[src/rtl/mdu_pkg.sv]
// Shared types and constants for the iterative RV32M multiply/divide unit.
// Operation encodings follow funct3 directly so the decode is a plain cast.
package mdu_pkg;

  localparam int MDU_ITERS = 32;

  typedef enum logic [2:0] {
    OP_MUL    = 3'b000,
    OP_MULH   = 3'b001,
    OP_MULHSU = 3'b010,
    OP_MULHU  = 3'b011,
    OP_DIV    = 3'b100,
    OP_DIVU   = 3'b101,
    OP_REM    = 3'b110,
    OP_REMU   = 3'b111
  } mdu_op_t;

  typedef enum logic [1:0] {
    IDLE,
    CALC,
    FIXUP,
    DONE
  } mdu_state_t;

  function automatic logic op_signed_a(input mdu_op_t op);
    return !(op inside {OP_MULHU, OP_DIVU, OP_REMU});
  endfunction

  function automatic logic op_signed_b(input mdu_op_t op);
    return op inside {OP_MUL, OP_MULH, OP_DIV, OP_REM};
  endfunction

  function automatic logic op_is_rem(input mdu_op_t op);
    return op inside {OP_REM, OP_REMU};
  endfunction

endpackage

[src/rtl/mdu_signfix.sv]
// Conditional two's-complement negate, used both to take operand magnitudes
// and to restore the sign of the finished product, quotient or remainder.
module mdu_signfix #(
  parameter int W = 32
) (
  input  logic         neg,
  input  logic [W-1:0] value,
  output logic [W-1:0] result
);

  assign result = neg ? -value : value;

endmodule

[src/rtl/multicycle_mdu.sv]
// Iterative RV32M multiply/divide: MSB-first shift-add multiply and restoring
// divide, one bit per cycle, fixed 33-cycle latency from the start edge.
module multicycle_mdu
  import mdu_pkg::*;
#(
  parameter int XLEN = 32
) (
  input  logic            clk,
  input  logic            rst,
  input  logic            start,
  input  logic [2:0]      funct3,
  input  logic [XLEN-1:0] SrcA,
  input  logic [XLEN-1:0] SrcB,
  output logic            busy,
  output logic            done,
  output logic [XLEN-1:0] MDUResult
);

  mdu_state_t        state_reg, state_next;
  mdu_op_t           op_reg;
  logic [XLEN-1:0]   a_reg;
  logic [XLEN-1:0]   b_reg;
  logic [2*XLEN-1:0] acc_reg;
  logic [4:0]        count_reg;
  logic              neg_reg;
  logic              override_reg;
  logic [XLEN-1:0]   override_val_reg;
  logic [XLEN-1:0]   result_reg;

  logic              accept;
  mdu_op_t           op_in;
  logic              is_rem_in;
  logic              div_zero_in;
  logic              overflow_in;
  logic              override_in;
  logic [XLEN-1:0]   override_val_in;
  logic              neg_in;

  logic [XLEN-1:0]   op_raw  [2];
  logic              op_sign [2];
  logic [XLEN-1:0]   op_mag  [2];

  logic              a_bit;
  logic [2*XLEN-1:0] mul_step;
  logic [XLEN:0]     rem_shift;
  logic [XLEN+1:0]   rem_diff;
  logic              q_bit;
  logic [2*XLEN-1:0] div_step;
  logic [2*XLEN-1:0] acc_next;

  logic [2*XLEN-1:0] fix_in;
  logic [2*XLEN-1:0] fix_out;
  logic [XLEN-1:0]   result_next;

  // ---------------------------------------------------------------- decode
  assign accept    = start && (state_reg == IDLE || state_reg == DONE);
  assign op_in     = mdu_op_t'(funct3);
  assign is_rem_in = op_is_rem(op_in);

  assign op_raw[0]  = SrcA;
  assign op_raw[1]  = SrcB;
  assign op_sign[0] = op_signed_a(op_in) & SrcA[XLEN-1];
  assign op_sign[1] = op_signed_b(op_in) & SrcB[XLEN-1];

  generate
    for (genvar gi = 0; gi < 2; gi++) begin : g_opfix
      mdu_signfix #(.W(XLEN)) u_opfix (
        .neg    (op_sign[gi]),
        .value  (op_raw[gi]),
        .result (op_mag[gi])
      );
    end
  endgenerate

  // Divide special cases are resolved at start; the iteration still runs.
  assign div_zero_in = (SrcB == '0);
  assign overflow_in = (op_in == OP_DIV || op_in == OP_REM)
                       && (SrcA == {1'b1, {(XLEN-1){1'b0}}})
                       && (SrcB == '1);
  assign override_in = funct3[2] & (div_zero_in | overflow_in);

  always_comb begin
    override_val_in = '0;
    if (div_zero_in) begin
      override_val_in = is_rem_in ? SrcA : '1;
    end else if (!is_rem_in) begin
      override_val_in = SrcA;
    end
  end

  assign neg_in = is_rem_in ? op_sign[0] : (op_sign[0] ^ op_sign[1]);

  // ------------------------------------------------------------ iteration
  always_comb begin
    a_bit     = a_reg[count_reg];
    mul_step  = {acc_reg[2*XLEN-2:0], 1'b0}
                + (a_bit ? {{XLEN{1'b0}}, b_reg} : {(2*XLEN){1'b0}});
    rem_shift = {acc_reg[2*XLEN-1:XLEN], a_bit};
    rem_diff  = {1'b0, rem_shift} - {2'b00, b_reg};
    q_bit     = ~rem_diff[XLEN+1];
    div_step  = {(q_bit ? rem_diff[XLEN-1:0] : rem_shift[XLEN-1:0]),
                 acc_reg[XLEN-2:0], q_bit};
    acc_next  = op_reg[2] ? div_step : mul_step;
  end

  // ---------------------------------------------------------------- fixup
  always_comb begin
    fix_in = acc_reg;
    case (op_reg)
      OP_DIV, OP_DIVU: fix_in = {{XLEN{1'b0}}, acc_reg[XLEN-1:0]};
      OP_REM, OP_REMU: fix_in = {{XLEN{1'b0}}, acc_reg[2*XLEN-1:XLEN]};
      default:         fix_in = acc_reg;
    endcase
  end

  mdu_signfix #(.W(2*XLEN)) u_resfix (
    .neg    (neg_reg),
    .value  (fix_in),
    .result (fix_out)
  );

  always_comb begin
    result_next = fix_out[XLEN-1:0];
    if (op_reg inside {OP_MULH, OP_MULHSU, OP_MULHU}) begin
      result_next = fix_out[2*XLEN-1:XLEN];
    end
    if (override_reg) begin
      result_next = override_val_reg;
    end
  end

  // ------------------------------------------------------------------ FSM
  always_ff @(posedge clk or posedge rst) begin
    if (rst) begin
      state_reg <= IDLE;
    end else begin
      state_reg <= state_next;
    end
  end

  always_comb begin
    state_next = state_reg;
    busy       = 1'b0;
    done       = 1'b0;
    case (state_reg)
      IDLE: begin
        if (start) state_next = CALC;
      end
      CALC: begin
        busy = 1'b1;
        if (count_reg == '0) state_next = FIXUP;
      end
      FIXUP: begin
        busy       = 1'b1;
        state_next = DONE;
      end
      DONE: begin
        done       = 1'b1;
        state_next = start ? CALC : IDLE;
      end
      default: state_next = IDLE;
    endcase
  end

  // ------------------------------------------------------------- datapath
  always_ff @(posedge clk or posedge rst) begin
    if (rst) begin
      op_reg           <= OP_MUL;
      a_reg            <= '0;
      b_reg            <= '0;
      acc_reg          <= '0;
      count_reg        <= '0;
      neg_reg          <= 1'b0;
      override_reg     <= 1'b0;
      override_val_reg <= '0;
      result_reg       <= '0;
    end else if (accept) begin
      op_reg           <= op_in;
      a_reg            <= op_mag[0];
      b_reg            <= op_mag[1];
      acc_reg          <= '0;
      count_reg        <= 5'(MDU_ITERS - 1);
      neg_reg          <= neg_in;
      override_reg     <= override_in;
      override_val_reg <= override_val_in;
    end else if (state_reg == CALC) begin
      acc_reg <= acc_next;
      if (count_reg != '0) begin
        count_reg <= count_reg - 5'd1;
      end
    end else if (state_reg == FIXUP) begin
      result_reg <= result_next;
    end
  end

  assign MDUResult = result_reg;

endmodule

[config.mk]
export PLATFORM = sky130hd
export DESIGN_NAME = multicycle_mdu
export DESIGN_NICKNAME = d
export VERILOG_FILES = /design/src/rtl/mdu_pkg.sv /design/src/rtl/mdu_signfix.sv /design/src/rtl/multicycle_mdu.sv
export SDC_FILE = /design/constraint.sdc
export NUM_CORES = 1
export LEC_CHECK = 0
export CAP_MARGIN = 20
export CORE_UTILIZATION = 45
export CTS_CLUSTER_SIZE = 25
export DETAILED_ROUTE_END_ITERATION = 6
export GPL_ROUTABILITY_DRIVEN = 0
export SYNTH_ARGS = -nofsm -noshare
export SYNTH_HDL_FRONTEND = slang
export SYNTH_HIERARCHICAL = 1
export SYNTH_SLANG_ARGS = --single-unit
[constraint.sdc]
create_clock -name clk -period 12.55 [get_ports clk]
set_input_delay 2.51 -clock clk [delete_from_list [all_inputs] [get_ports clk]]
set_output_delay 2.51 -clock clk [all_outputs]
set_load 0.01 [all_outputs]
=== Word level (Yosys, flattened, before mapping) ===
Index checks and enable logic that the tools add are counted.
Widths: inputs -> output; s select.

* Register bits after elaboration: 204
* Input bits: 70

* Add/subtract/negate cells: 6
* Magnitude comparators: 1
* Equal/unequal tests: 20
* Multiplexer cells: 26
* Bitwise gates (word level): 8
* Reductions and logical operators: 23

{| class="wikitable"
|+ Operators with widths
! cell !! number
|-
| $mux 32 || 9
|-
| $mux 64 || 4
|-
| $pmux 64 s2 || 1
|-
| $add 64x32->64 || 1
|-
| $eq 32x32->1 const B || 2
|-
| $neg 32->32 || 2
|-
| $neg 64->64 || 1
|-
| $sub 33x32->34 || 1
|-
| $logic_not 32->1 || 1
|-
| $eq 3x3->1 const B || 8
|-
| $mux 5 || 3
|-
| $eq 3x2->1 const B || 3
|-
| $pmux 2 s4 || 1
|-
| $eq 3x1->1 const B || 2
|-
| $lt 5x6->1 const B || 1
|-
| $reduce_bool 2->1 || 3
|-
| $reduce_bool 3->1 || 2
|-
| $reduce_or 2->1 || 3
|-
| $bmux 1 s5 || 1
|-
| $logic_not 5->1 || 1
|-
| $mux 1 || 5
|-
| $reduce_bool 5->1 || 1
|-
| $sub 5x1->5 const B || 1
|-
| $eq 2x2->1 const B || 2
|-
| 15 further kinds || 25
|}

=== Logic depth before layout (Yosys ltp) ===
Gate-level depths: netlist of the first run.

* Depth in word-level cells: 7
* Depth in mapped cells: 18

=== Hierarchy ===
Netlist of the first run, hierarchy kept.

{| class="wikitable"
|+ By module, submodules not included
! module !! instances !! cells each !! area each (sq um) !! sequential area each (sq um)
|-
| multicycle_mdu || 1 || 1789 || 14432.6 || 5104.9
|-
| mdu_signfix at g_opfix[0].u_opfix ... || 2 || 108 || 767.0 || 0.0
|-
| mdu_signfix at u_resfix || 1 || 198 || 1453.9 || 0.0
|}

=== Worst setup path after synthesis of the first run ===
No wires, ideal clock.

* Path kind: reg-to-reg
* From: register count_reg[0]
* To: register acc_reg[49]
* Data arrival time: 5154 ps
* Setup slack: 7274 ps
* Stages on the path, launching flop included: 18
* Path buffers: 2
* Clock period less this slack: 5276 ps
* Cell sequence: dfrtp_1 clkbuf_1 mux4_2 mux4_2 mux2i_1 clkbuf_1 nor2_1 ha_1 fa_1 a211oi_1 o21bai_1 a311oi_1 nor2_1 a221o_1 o21ai_1 inv_1 a311o_1 a32o_1

* Word-level cells in the longest chain between the ends: 7
* Elaborated cells on any way between the ends: 9
* Those cells by class: add/sub: 2; mux: 7

{| class="wikitable"
|+ Ends and longest elaborated chain
! item !! RTL line !! source
|-
| start: declaration || multicycle_mdu.sv:24 || <nowiki>logic [4:0] count_reg;</nowiki>
|-
| start signal: assignment || multicycle_mdu.sv:182 || <nowiki>count_reg <= 5'(MDU_ITERS - 1);</nowiki>
|-
| start signal: assignment || multicycle_mdu.sv:189 || <nowiki>count_reg <= count_reg - 5'd1;</nowiki>
|-
| $bmux 1 s5 * || multicycle_mdu.sv:95 || <nowiki>a_bit = a_reg[count_reg];</nowiki>
|-
| $mux 1 (not written as such) * || multicycle_mdu.sv:95 ||
|-
| $mux 32 or $sub 33x32->34 (tied branches) || multicycle_mdu.sv:97, multicycle_mdu.sv:99 ||
|-
| $add 64x32->64 or $mux 32 (tied branches) || multicycle_mdu.sv:97, multicycle_mdu.sv:101 ||
|-
| $mux 64 * || multicycle_mdu.sv:103 || <nowiki>acc_next = op_reg[2] ? div_step : mul_step;</nowiki>
|-
| $mux 64 * || multicycle_mdu.sv:186 || <nowiki>end else if (state_reg == CALC) begin</nowiki>
|-
| $mux 64 * || multicycle_mdu.sv:177 || <nowiki>end else if (accept) begin</nowiki>
|-
| end signal: assignment || multicycle_mdu.sv:187 || <nowiki>acc_reg <= acc_next;</nowiki>
|-
| end: declaration || multicycle_mdu.sv:23 || <nowiki>logic [2*XLEN-1:0] acc_reg;</nowiki>
|}

Every way passes the cells marked *; elsewhere a longest branch is shown, timed or not. The select of a mux whose other input is x is not followed.
A chain may end at the register's enable or synchronous reset.

=== Worst setup path in the final report of the first run ===
Same ends and word-level chain as after synthesis.

==> reports/results.md, run 1 <==
| Metric | This run |
|:---|:---|
| Startpoint type of the worst setup path | register |
| Maximum net fanout on the critical path | 34 |
| Largest register FFs | 64 |
| Area of the core | 37800 um^2 |
| Final nets | 2371 |
| 1st-iter DRT viols | 1470 |
| Basic-gate share of the synthesized area counting and, or, nand and nor cells | 22.9% |
| CTS Buf Count | 25 |
| Longest individual stage delay on the worst path | 680 ps |
| Clock latency reported for the late side of the worst-skew pair | 580 ps |
| Count of cells along the worst register-to-register path | 17 |
| Vias | 16923 |
| Arrival time at the worst endpoint | 6180 ps |
| Mapped Nets | 2349 |
| Number of max-cap violations | 0 |
| Buffers on Ports | 103 |
| Fraction of the mapped netlist area in compound gates | 22.3% |
| Commonest register cell after synthesis | sky130_fd_sc_hd__dfrtp_1 |
| Total net switching power | 2830 uW |
| Clk sinks | 204 |
| EDFF count, synth | 0 |
| FF+latch count, synth | 204 |
| Worst clock skew | 29.9 ps |
| Share of total power in sequential cells | 22.7% |
| Final cell utilization of the core | 52.2% |
| Hold violation count in the final report | 0 |
| Routed WL per cell | 21.2 um |
| Critical Setup Path Class | reg -> reg |
| DRC violations left | 0 |
| Category of cells accounting for the largest share of critical-path delay | compound AO/OA/AOI/OAI gates |
| Mux contribution to synthesized area | 6.09% |
| Hold buffers post-CTS | 0 |
| Portion of total power attributed to the clock network | 14.2% |
| Placed instance area | 18800 um^2 |
| Die width | 199 um |
| Number of H-tree levels | 1 |
| Final setup slack of the worst path | 6830 ps |
| Required time at the worst-slack endpoint | 13010 ps |
| Setup Total Neg Slack | 0 ps |
| Average cell area after synthesis | 7.91 um^2 |
| Sequential area share after synthesis | 29.3% |
| Hold WC Path Type | reg -> reg |
| Instance count along the most critical hold path | 2 |
| Number of distinct library cell variants in the gate-level netlist after synthesis | 81 |
| Post-Place Setup Slack | 6860 ps |
| Clock-pin slew reported for the worst setup and hold paths after clock tree synthesis | 60 ps |
| Full die area | 39500 um^2 |
| Post-synthesis cell area | 17400 um^2 |
| Worst Hold Launch | a_reg[2]$_DFFE_PP0P_ |
| First-pass iteration count of the detailed router | 5 |
| Largest net degree at the start of global routing | 76 |
| Worst setup path end | acc_reg[49]$_DFFE_PP0P_ |
| Critical path cell sequence | mux4_2 > mux4_2 > mux2i_4 > buf_4 > nor2_1 > ha_1 > fa_1 > a211oi_1 > o21bai_1 > a311oi_1 > nor2_1 > a221o_1 > o21ai_1 > buf_4 > inv_1 > a311o_1 > a32o_1 |
| Antenna Nets Post-Route | 0 |
| Detail-routed via count per cell | 6.14 |
| Detail Placement HPWL | 43.5 mm |
| Outcome | finished clean |
| Area added between synthesis and finish | 13.4% |
| Worst reg2reg setup slack | 6830 ps |
| Proportion of total power due to net switching | 49.8% |
| Global route total overflow | 0 |
| Post-CTS Resized | 0 |
| Total buffers and inverters traversed by the critical path | 3 |
| Endpoint of the worst-slack reg-to-reg timing path | acc_reg[49]$_DFFE_PP0P_ |
| Share of layout cells above drive strength 1 | 6.51% |
| Yosys warnings | 6 |
| Timing-limited maximum frequency | 0.175 GHz |
| Power per Cell Area | 287 nW/um^2 |
| Final clock period utilization by the worst path | 45.6% |
| Longest Clk Path Bufs | 3 |
| Slew of the pin with the lowest slew margin | 1100 ps |
| Number of antenna violations at the first check in global routing | 0 |
| Clock root buffer | sky130_fd_sc_hd__clkbuf_16 |
| Gr usage total | 29.8% |
| Number of cells on the critical path | 17 |
| Static Leak | 0.00824 uW |
| Die Height | 199 um |
| Launching point of the worst reg2reg path | count_reg[0]$_DFFE_PP0P_ |
| Hold slack | 479 ps |
| Ys async rst share | 100% |
| Number of rows in the core area | 71 |
| Adder and majority gate portion of the synthesized area | 5.54% |
| Via count of the first global-routing pass | 15812 |
| Design Area, Final | 19800 um^2 |
| Main combinational cell family by area after synthesis | simple AND/OR/NAND/NOR gates |
| Worst VDD drop | 0.000241 V |
| Post-CTS setup buffer count | 0 |
| Clock tree from TritonCTS | yes |
| Worst slew margin | 25.8% |
| Number of max-slew violations in the final report | 0 |
| Unrepaired setup endpoints after global routing | false |
| Wire length of the first global-routing pass | 91.5 mm |
| Worst setup EP type | register |
| Total Wirelength | 58.4 mm |
| Logic gate share of total power | 63.0% |
| Xor and xnor fraction of the mapped netlist area | 9.25% |
| Source of the critical timing path | count_reg[0]$_DFFE_PP0P_ |
| Internal power component | 2850 uW |
| Syn Inst Count | 2203 |
| Boundary Pins | 104 |
| Max stage delay cell, worst path | sky130_fd_sc_hd__dfrtp_1 |
| Setup-failing EPs final | 0 |
| Effective utilization at floorplan | 46.0% |
| Final worst path period need | 5720 ps |
[synthesized netlist by cell type, drive strengths merged (37+ instances only)]
cell type  count  share of area, %
nor2b         37               1.3
a21oi        164               4.7
dfrtp        204                29
o21ai        187               5.4
o41ai         43               2.5
o31ai         42               1.9
xnor2        154               7.7
nand2        329               7.1
inv           72               1.6
clkbuf       103               2.2
mux2i         52               3.0
nor2         215               4.6
nor4          38               1.4
ha            74               5.3
[power groups by stage]
| stage | sequential (uW) | combinational (uW) | clock (uW) |
|---|---|---|---|
| finish | 1290 | 3580 | 807 |
| global route | 1320 | 3950 | 846 |
| CTS | 1280 | 3520 | 819 |
| detailed placement | 1290 | 3500 | 0 |
| global placement | 1290 | 3460 | 0 |
| floorplan | 1130 | 2650 | 0 |
[cells in the final DEF (no fill, tap or decap), drive strengths merged, types with 35 or more instances in the layout]
master         synthesis  final
clkdlybuf4s50          0    103
clkbuf               103     35
a21oi                164    164
o31ai                 42     42
ha                    74     74
nor4                  38     38
xnor2                154    154
o41ai                 43     43
mux2i                 52     52
nand2                329    329
nor2                 215    215
dfrtp                204    204
inv                   72     73
o21ai                187    187
nor2b                 37     37
[metrics by stage]
stage                     std cells  total power [uW]
after CTS                      2751              5630
after detailed placement       2706              4800
final                          2756              5670
after global routing           2754              6120
after global placement         2705              4750
after floorplan                2203              3790
[how the worst min path moves through the flow]
stage,to,slack [ps]
final,a_reg[2]$_DFFE_PP0P_,480
after global routing,a_reg[19]$_DFFE_PP0P_,510
after CTS,a_reg[2]$_DFFE_PP0P_,480
after detailed placement,a_reg[2]$_DFFE_PP0P_,460
after global placement,a_reg[2]$_DFFE_PP0P_,460
after floorplan,a_reg[10]$_DFFE_PP0P_,440
[per-layer routing]
metal | track usage, % | up-vias | part of all wire, % | wire [um]
li1 | - | 7993 | - | -
met2 | 46.9 | 610 | 45 | 26400
met1 | 42.0 | 8215 | 45 | 26300
met3 | 3.02 | 105 | 5.8 | 3390
met4 | 11.5 | 0 | 3.9 | 2290
met5 | 0 | - | 0 | 0
[worst min-delay path: stages (launching register included)]
cell and delay, ps:
sky130_fd_sc_hd__dfrtp_1 340, sky130_fd_sc_hd__nand2_1 60, sky130_fd_sc_hd__nand2_1 60
[cell families (layout without fill, tap and decap cells)]
kind of cell    count (synthesis)  in the layout
compound gates                607            607
xor+xnor                      184            184
fa+ha+maj                      76             76
buf+inv                       201            241
flops                         204            204
mux                            90             90
other cells                     0              2
simple gates                  841            841
[final cells by class]
type	instances	area, um^2
Antenna cell	2	5.00
Clock buffer	35	733
Clock inverter	10	180
Fill cell	3707	18100
Inverter	72	278
Multi-Input combinational cell	1798	11600
Sequential cell	204	5110
Tap cell	511	639
Timing Repair Buffer	124	1250
No activity file was read; power rests on OpenSTA's default activity.
==> inputs of run 2 (changes only) <==
PLACE_DENSITY = 0.66   (was default)
clock period = 5.16 ns   (was 12.55 ns; I/O delays follow)
==> run 2 against run 1 <==
  * Worst setup slack lost 6700 ps
  * Via count grew 1.9%
  * Sequential share of layout area shrank 0.11 points
  * Die area is the same
  * Combinational power grew 150%
  * Global-route usage shrank 0.51 points
  * Clock skew shrank 7.5 ps
  * Final area grew 0.47%
  * Final cell count grew 0.51%
  * Utilization grew 0.24 points
  * Critical path type unchanged
  * Largest cell class unchanged
  * Largest power group unchanged
==> reports/results.md, run 2 (synthesized netlist as in run 1, its figures left out) <==
| Metric | This run |
|:---|:---|
| Proportion of total power due to net switching | 50.1% |
| Slew of the pin with the lowest slew margin | 1080 ps |
| Detail-routed via count per cell | 6.23 |
| Worst VDD drop | 0.000351 V |
| Critical path cell sequence | buf_4 > mux4_2 > mux4_2 > mux2i_4 > buf_12 > nor2_1 > ha_1 > and3_4 > o211a_1 > o41ai_2 > o31ai_4 > a31oi_2 > o21a_2 > or4_4 > mux2i_1 > a32o_2 |
| Hold violation count in the final report | 0 |
| Portion of total power attributed to the clock network | 13.4% |
| Setup Total Neg Slack | 0 ps |
| Largest net degree at the start of global routing | 100 |
| Area added between synthesis and finish | 14.0% |
| Worst Hold Launch | a_reg[24]$_DFFE_PP0P_ |
| Clk sinks | 204 |
| Count of antenna diodes in the layout | 0 |
| Number of max-slew violations in the final report | 0 |
| Via count of the first global-routing pass | 16220 |
| Final setup slack of the worst path | 138 ps |
| Number of rows in the core area | 71 |
| Longest individual stage delay on the worst path | 550 ps |
| Vias | 17247 |
| Longest Clk Path Bufs | 3 |
| Number of antenna violations at the first check in global routing | 0 |
| Maximum net fanout on the critical path | 29 |
| Setup-failing EPs final | 0 |
| Clock root buffer | sky130_fd_sc_hd__clkbuf_16 |
| Startpoint type of the worst setup path | register |
| Worst clock skew | 22.3 ps |
| Worst slew margin | 28.2% |
| Logic gate share of total power | 64.1% |
| Final nets | 2386 |
| Hold WC Path Type | reg -> reg |
| Clock tree from TritonCTS | yes |
| First-pass iteration count of the detailed router | 6 |
| Antenna Nets Post-Route | 0 |
| Clock-pin slew reported for the worst setup and hold paths after clock tree synthesis | 60 ps |
| Global route total overflow | 0 |
| Critical Setup Path Class | reg -> reg |
| Launching point of the worst reg2reg path | count_reg[0]$_DFFE_PP0P_ |
| Commonest non-fill, non-tap cell in the layout | sky130_fd_sc_hd__nand2_1 |
| Total net switching power | 6940 uW |
| Routed WL per cell | 21.0 um |
| Buffers on Ports | 103 |
| Final worst path period need | 5020 ps |
| Boundary Pins | 104 |
| Detail Placement HPWL | 43.6 mm |
| Internal power component | 6920 uW |
| Hold buffers post-CTS | 0 |
| Gr usage total | 29.3% |
| Hold slack | 478 ps |
| Commonest cells after routing, fill and taps aside | sky130_fd_sc_hd__nand2_1 (328), sky130_fd_sc_hd__nor2_1 (213), sky130_fd_sc_hd__dfrtp_1 (200) |
| Clock latency reported for the late side of the worst-skew pair | 560 ps |
| Worst setup EP type | register |
| Effective utilization at floorplan | 46.0% |
| Wire length of the first global-routing pass | 90.2 mm |
| Total Wirelength | 58.2 mm |
| Post-Place Setup Slack | 35.5 ps |
| Share of total power in sequential cells | 22.5% |
| 1st-iter DRT viols | 1684 |
| Max stage delay cell, worst path | sky130_fd_sc_hd__or4_4 |
| Full die area | 39500 um^2 |
| Number of H-tree levels | 1 |
| Total Power Consumption | 13900 uW |
| Arrival time at the worst endpoint | 5460 ps |
| Number of max-cap violations | 0 |
| DRC violations left | 0 |
| Cell with the most instances on the worst path | sky130_fd_sc_hd__mux4_2 |
| Share of layout cells above drive strength 1 | 7.48% |
| Unrepaired setup endpoints after global routing | true |
| Outcome | finished clean |
| Required time at the worst-slack endpoint | 5600 ps |
| Source of the critical timing path | count_reg[0]$_DFFE_PP0P_ |
| CTS Buf Count | 25 |
| Static Leak | 0.00830 uW |
| Largest register FFs | 64 |
| Die width | 199 um |
| Timing-limited maximum frequency | 0.199 GHz |
| Area of the core | 37800 um^2 |
| Die Height | 199 um |
| Power per Cell Area | 698 nW/um^2 |
| Final clock period utilization by the worst path | 97.3% |
==> run 2: final cells by class <==
class | instances | area (um^2)
repair buffers | 139 | 1380
clock inverters | 11 | 124
flip-flops and latches | 204 | 5110
clock buffers | 35 | 733
multi-input cells | 1798 | 11600
inverters | 72 | 274
fillers | 3606 | 18000
well taps | 511 | 639
==> run 2: layer usage <==
layer | global-route usage [%] | vias up | share of wire (%)
li1 | - | 8019 | -
met1 | 40.1 | 8267 | 42
met2 | 46.0 | 795 | 45
met3 | 3.26 | 166 | 7.7
met4 | 14.1 | 0 | 5.0
met5 | 0 | - | 0
==> run 2: repair_timing <==
| item | 4_1_cts | 5_1_grt |
|---|---|---|
| resized for setup | 0 | 7 |
| setup endpoints to repair | 0 | 18 |
| buffers inserted | 0 | 2 |
==> run 2: worst paths after layout <==
check,to,slack [ps],cells after the start
min reg2reg,a_reg[24]$_DFFE_PP0P_,480,2
max reg2reg,acc_reg[60]$_DFFE_PP0P_,140,16
max,acc_reg[60]$_DFFE_PP0P_,140,16
min in group asynchronous,MDUResult[18]$_DFFE_PP0P_,1020,2
max in group asynchronous,count_reg[0]$_DFFE_PP0P_,3280,3
min,a_reg[24]$_DFFE_PP0P_,480,2
==> run 2: power groups by stage <==
stage          clock (uW)  sequential, uW  combinational [uW]
4_1_cts              1870            3100                8680
5_1_grt              1930            3200                9760
3_5_place_dp            0            3120                8630
2_1_floorplan           0            2760                6450
3_3_place_gp            0            3100                8470
6_report             1860            3120                8890
==> run 2: per-stage QoR <==
stage | std cells | cell area, um^2 | utilization (%)
after floorplan | 2203 | 17400 | -
after global placement | 2719 | 18900 | 49.9
after detailed placement | 2719 | 18900 | 49.9
after CTS | 2765 | 19700 | 52.2
after global routing | 2770 | 19900 | 52.5
final | 2770 | 19900 | 52.5
==> run 2: worst max-delay path, delay by kind of cell, from the launching register on <==
kind	cells	cell delay, ps
AO/OA/AOI/OAI	6	1450
adder cells (fa/ha/maj)	1	370
buffers and inverters	2	390
flip-flops	1	410
multiplexers	4	1430
AND/OR/NAND/NOR	3	850
